### config.mk
export PLATFORM = sky130hd
export DESIGN_NAME = start_token_fifo_ctrl
export DESIGN_NICKNAME = d
export VERILOG_FILES = /design/src/rtl/start_token_fifo_ctrl.sv
export SDC_FILE = /design/constraint.sdc
export NUM_CORES = 1
export LEC_CHECK = 0
export BUFFER_PORTS_ARGS = -buffer_cell sky130_fd_sc_hd__buf_2
export CAP_MARGIN = 0
export CORE_AREA = 2 2 39 41
export DETAILED_ROUTE_END_ITERATION = 10
export DIE_AREA = 0 0 41 43
export HOLD_SLACK_MARGIN = 0.12
export PLACE_DENSITY_LB_ADDON = 0.05
export REMOVE_ABC_BUFFERS = 1
export SLEW_MARGIN = 30
export SYNTH_ARGS = -nofsm -noshare
export SYNTH_HDL_FRONTEND = slang
export SYNTH_SLANG_ARGS = --single-unit
### constraint.sdc
create_clock -name clk -period 3.14 [get_ports clk]
set_input_delay 0.157 -clock clk [delete_from_list [all_inputs] [get_ports clk]]
set_output_delay 0.157 -clock clk [all_outputs]
set_load 0.1 [all_outputs]
### src/rtl/start_token_fifo_ctrl.sv
// Start-token FIFO: DEPTH-word shift register read at a tracked address, with occupancy tracking.
// Latency: 1 cycle write-to-read; if_dout is combinational from storage.
// Backpressure: if_full_n/if_empty_n are registered; requests against a deasserted flag are dropped.
module start_token_fifo_ctrl #(
    parameter int DATA_WIDTH = 1,
    parameter int ADDR_WIDTH = 1,
    parameter int DEPTH      = 2
) (
    input  logic                  clk,
    input  logic                  reset_n,
    input  logic                  if_write_ce,
    input  logic                  if_write,
    input  logic [DATA_WIDTH-1:0] if_din,
    output logic                  if_full_n,
    input  logic                  if_read_ce,
    input  logic                  if_read,
    output logic [DATA_WIDTH-1:0] if_dout,
    output logic                  if_empty_n,
    output logic [ADDR_WIDTH:0]   if_num_data_valid,
    output logic [ADDR_WIDTH:0]   if_fifo_cap
);

    localparam logic [ADDR_WIDTH:0] CNT_FULL = (ADDR_WIDTH+1)'(DEPTH);
    localparam logic [ADDR_WIDTH:0] CNT_ONE  = (ADDR_WIDTH+1)'(1);
    localparam logic [ADDR_WIDTH:0] CNT_ZERO = '0;

    logic [DATA_WIDTH-1:0] mem [DEPTH];
    logic [ADDR_WIDTH:0]   cnt_q, cnt_nxt;
    logic [ADDR_WIDTH-1:0] addr_q, addr_nxt;
    logic                  full_n_q, empty_n_q;
    logic                  push, pop;

    assign push = if_write & if_write_ce & full_n_q;
    assign pop  = if_read  & if_read_ce  & empty_n_q;

    // Storage is deliberately unreset; only the control state is cleared.
    always_ff @(posedge clk) begin
        if (push) begin
            for (int i = DEPTH - 1; i > 0; i--) begin
                mem[i] <= mem[i-1];
            end
            mem[0] <= if_din;
        end
    end

    always_comb begin
        cnt_nxt  = cnt_q;
        addr_nxt = addr_q;
        if (push && !pop) begin
            cnt_nxt  = cnt_q + CNT_ONE;
            addr_nxt = (cnt_q != CNT_ZERO) ? addr_q + 1'b1 : '0;
        end else if (pop && !push) begin
            cnt_nxt  = cnt_q - CNT_ONE;
            addr_nxt = (cnt_q > CNT_ONE) ? addr_q - 1'b1 : '0;
        end
    end

    always_ff @(posedge clk or negedge reset_n) begin
        if (!reset_n) begin
            cnt_q     <= '0;
            addr_q    <= '0;
            empty_n_q <= 1'b0;
            full_n_q  <= 1'b1;
        end else begin
            cnt_q     <= cnt_nxt;
            addr_q    <= addr_nxt;
            empty_n_q <= (cnt_nxt != CNT_ZERO);
            full_n_q  <= (cnt_nxt != CNT_FULL);
        end
    end

    // Mux by compare so DEPTH below 2^ADDR_WIDTH never indexes past the array.
    always_comb begin
        if_dout = mem[0];
        for (int i = 0; i < DEPTH; i++) begin
            if (addr_q == ADDR_WIDTH'(i)) begin
                if_dout = mem[i];
            end
        end
    end

    assign if_full_n         = full_n_q;
    assign if_empty_n        = empty_n_q;
    assign if_num_data_valid = cnt_q;
    assign if_fifo_cap       = CNT_FULL;

endmodule

# Word-level counts from Yosys, hierarchy flattened
# Memory sizes are Yosys's and may differ from the RTL's.
# Index checks and enable logic that the tools add are counted.
word_totals:
  regBits: 5
  ram_bits: 2
  in_bits: 7
  out_inout_bits: 7
  word_cells: 31
  mem_count: 1
classes:
  n_addsub: 4
  n_lt_le_gt_ge: 1
  eq_ne: 1
  muxes: 9
  n_bitwise: 4
  n_reduce_logical: 7
memory_table:
  columns: ["memory", "words", "width", "read_ports", "rd_ports_with_merged_regs", "wr", "line_no", "rtl"]
  rows:
  - ["mem", 2, 1, 2, 0, 2, "27", "logic [DATA_WIDTH-1:0] mem [DEPTH];"]
ops:
  columns: ["operator", "n"]
  rows:
  - ["$mux W1", 7]
  - ["$reduce_bool A2 Y1", 3]
  - ["$and A1 B1 Y1", 4]
  - ["$mux W2", 2]
  - ["$add A2 B1 Y2 const B", 1]
  - ["$gt A2 B1 Y1 const B", 1]
  - ["$logic_and A1 B1 Y1", 2]
  - ["$logic_not A1 Y1", 2]
  - ["$ne A2 B2 Y1 const B", 1]
  - ["$sub A2 B1 Y2 const B", 1]
  - ["$add A1 B1 Y1 const B", 1]
  - ["$sub A1 B1 Y1 const B", 1]

# Longest topological paths before layout
logic_depth:
  ltp_word: 7
  ltp_mapped: 6
  mapped_depth_nobuf: 5

# Worst setup path before layout
# OpenSTA, ideal clock, no wires.
synth_path:
  kind: "reg2reg"
  from: "register cnt_q[0] (netlist: if_num_data_valid[0])"
  to: "register full_n_q (netlist: if_full_n)"
  setup_time_ns: 0.094
  t_arrival_ns: 1.973
  t_required_ns: 3.046
  slack_ns: 1.073
  stages_incl_launch_ff: 6
  path_buffers: 1
  period_less_slack_ns: 2.067
  path_cell_list: "dfrtp_1 -> buf_4 -> inv_1 -> ha_1 -> and4bb_2 -> a311oi_1"
synth_via:
  elab_chain_len: 4
  word_cells_on_any_way: 5
  classes_between: "add/sub: 2; eq/ne: 1; mux: 2"
synth_lines:
  columns: ["element", "line_no", "rtl"]
  rows:
  - ["from (decl)", "28", "logic [ADDR_WIDTH:0] cnt_q, cnt_nxt;"]
  - ["from (signal assigned)", "65", "cnt_q <= cnt_nxt;"]
  - ["$sub A2 B1 Y2", "53", "cnt_nxt = cnt_q - CNT_ONE;"]
  - ["$mux W2", "52", "end else if (pop && !push) begin"]
  - ["$mux W2 (*)", "49", "if (push && !pop) begin"]
  - ["$ne A2 B2 Y1 (*)", "68", "full_n_q <= (cnt_nxt != CNT_FULL);"]
  - ["to (signal assigned)", "68", null]
  - ["to (decl)", "30", "logic full_n_q, empty_n_q;"]
# Mark *: on every way between the ends. The rest lies on a longest branch, timed or not.
# A chain may end at the register's enable or synchronous reset.

# Final worst setup path
layout_path:
  from: "register full_n_q (netlist: if_full_n)"
  to: "register empty_n_q (netlist: if_empty_n)"
layout_via:
  elab_chain_len: 6
  word_cells_on_any_way: 7
  classes_between: "mux: 2; bitwise: 1; reduce/logical: 4"
layout_lines:
  columns: ["element", "line_no", "rtl"]
  rows:
  - ["$and A1 B1 Y1 (*)", "33", "assign push = if_write & if_write_ce & full_n_q;"]
  - ["via push", "31", "logic push, pop;"]
  - ["$logic_not A1 Y1", "52", null]
  - ["$logic_and A1 B1 Y1", "52", null]
  - ["$mux W2", "52", null]
  - ["$mux W2 (*)", "49", null]
  - ["$reduce_bool A2 Y1 (*)", "67", "empty_n_q <= (cnt_nxt != CNT_ZERO);"]
  - ["to (signal assigned)", "67", null]
  - ["to (decl)", "30", null]
# The timed path passes the listed nets; every way through them passes the cells marked *.

==> results.md <==
* HP Class: input port to async pin
* Via count at about 320
* Outcome: completed
* Setup TNS Final at 0 ps
* Routed len/inst at 10.9 um
* H-tree Lvls at 1
* Worst-path fanout max at 11
* Area taken by multi-input logic gates at 199 sq um
* Leading register cell type out of synthesis: dfrtp_1
* Core area at approximately 1400 sq um
* Syn-to-layout area delta at 20.0%
* TritonCTS sink count at 7
* Die area at about 1800 sq um
* Post-synthesis area per instance at 10.7 sq um
* # fillers at 145
* Vias in the first global route at between 300 and 400
* Largest net degree at the start of global routing at 12
* Final slew viol count at 0
* Area share of the largest cell type after synthesis at a little under a quarter
* Post-DP HPWL at roughly 620 um
* Initial Util at 31.6%
* First DRT Iteration DRCs at 3
* GPL Wtd Cong at around 0.68
* Seq/Total Area, Yosys at approximately 43%
* Worst Skew at a little over 4 ps
* CTS tree: built
* CP endpoint kind: flip-flop
* Post-Syn Area at about 440 sq um
* Post_cts resized at 0
* Root buffer cell: clkbuf_4
* Final setup vio count at 0
* Share of cells above drive strength 1 at 31.5%
* R2r startpoint: if_full_n
* Chip width at around 40 um
* CP startpoint kind: flip-flop
* Area contributors post-synth: dfrtp_1 23%, edfxtp_1 14%, ha_1 11%
* First-pass GRT wire length at approximately 1300 um
* Nets at 66
* Row cnt at 14
* Ys Warns at 0
* Post-DR vias/cell at roughly 4.6
* Commonest cells post-synth: 5 x inv_1, 4 x dfrtp_1, 4 x ha_1
* Flops & latches, synth at 7
* Die H at 43 um
* # port buffers at 11
* Final Util at 38.0%
* CP required at between 3000 and 4000 ps
* DRC at 0
* Inserted Clock Buffers at 3
* Post-route ant nets at 0
* Clock Pin Slew Worst Setup and Hold Paths at roughly 50 ps
* Max-cap viol count at 0
* WP data arrival at roughly 1800 ps
* Gr ovfl total at 0
* Fmax at roughly 0.59 GHz
* Non-filler instance count after layout at 70
* Number of detailed-route iterations in the first pass at 2
* Post-synth EDFFs at 2
* Clk buf depth at 2
* Distinct cell type count after synthesis at 23
* Post-Place Cells at 64
* RSZ-0062 raised after global routing: false
* Mapped Cells at 41
* Yosys top cell by area: dfrtp_1
* Top-count cell post-synth: inv_1
* Async set-reset flop share out of synthesis at 71.4%
* Final wirelength at roughly 760 um
* # diodes at 0
* Initial antenna violation count at 0
* Register area at about 190 sq um
* Final period util at roughly 54%
* I/O pins at 14
* CP startpoint: if_full_n
* Hold Vio Cnt, Final at 0
* Overall Global Routing Usage at between 10 and 15%
* Setup CP Type: flip-flop to flip-flop
* Fin crit period at ~1700 ps
* Worst skew pair latency at around 240 ps
## path summary, 6_finish.rpt
check / depth (start not counted) / endpoint / slack (ps)
max: 5 / if_empty_n / 1440
min: 2 / if_num_data_valid[1] / 260
max reg2reg: 5 / if_empty_n / 1440
min reg2reg: 0 / mem[0][1] / 450
max in group asynchronous: 2 / if_full_n / 2660
min in group clk: 3 / mem[0][1] / 320
## per-stage QoR
| step | hold WS, ps | setup WS, ps | area (sq um) |
|---|---|---|---|
| after global placement | -20.3 | 1490 | 479 |
| after global routing | 280 | 1320 | 526 |
| after detailed placement | -18.6 | 1430 | 479 |
| after floorplan | -139 | 1140 | 404 |
| after CTS | 265 | 1410 | 526 |
| final | 258 | 1440 | 526 |
## cells by family after synthesis
logic type	share of synthesized area (%)
buf+inv	12.0
compound gates	7.72
flops	42.6
simple gates	18.0
fa+ha+maj	11.4
other cells	1.71
xor+xnor	4.00
mux	2.57
## repair_timing
| item | in CTS | in global routing |
|---|---|---|
| hold endpoints to repair | 6 | 0 |
| buffers inserted | 0 | 0 |
| hold buffers | 2 | 0 |
## cell type report
cell class / count / area share [%]
clock buffer: 4 / 5.00
timing repair buffer: 13 / 14.3
inverter: 5 / 3.57
sequential: 7 / 35.5
tap: 16 / 3.81
multi-input combinational: 25 / 37.9
## worst max-delay path: stages (launching register included)
cell	delay, ps
dfstp_2	520
nand3_1	100
inv_1	120
ha_1	370
and4b_1	240
a311oi_1	240
## state kept, by name, summed over array words and instances, names as in the netlist
| name | count |
|---|---|
| addr_q | 1 |
| if_empty_n | 1 |
| mem | 2 |
| if_num_data_valid | 2 |
| if_full_n | 1 |
## cell usage in the layout, fill, tap and decap left out, drive strengths merged
cell / synthesis / final
ha: 4 / 4
nor4: 1 / 1
edfxtp: 2 / 2
nor2b: 1 / 1
nor4b: 1 / 1
dfstp: 1 / 1
dfrtp: 4 / 4
and4b: 1 / 1
mux2: 1 / 1
nand3: 2 / 2
and2: 1 / 1
dlygate4sd3: 0 / 2
conb: 2 / 2
buf: 4 / 11
nor2: 2 / 2
nand2: 1 / 1
a311oi: 2 / 2
o31ai: 1 / 1
clkbuf: 0 / 4
xnor2: 2 / 2
nor3b: 1 / 1
inv: 5 / 5
and4bb: 1 / 1
o31a: 1 / 1
## per-layer routing
| metal | vias up | GRT usage, % | wire length [um] |
|---|---|---|---|
| met4 | 0 | 6.00 | 12 |
| met2 | 5 | 16.6 | 378 |
| li1 | 162 | - | - |
| met3 | 2 | 6.28 | 38 |
| met1 | 155 | 12.5 | 334 |
| met5 | - | 0 | 0 |
Power is left out: the tool's default activity adds up to more than one toggle a clock period on the data nets, which glitch-free logic cannot reach.
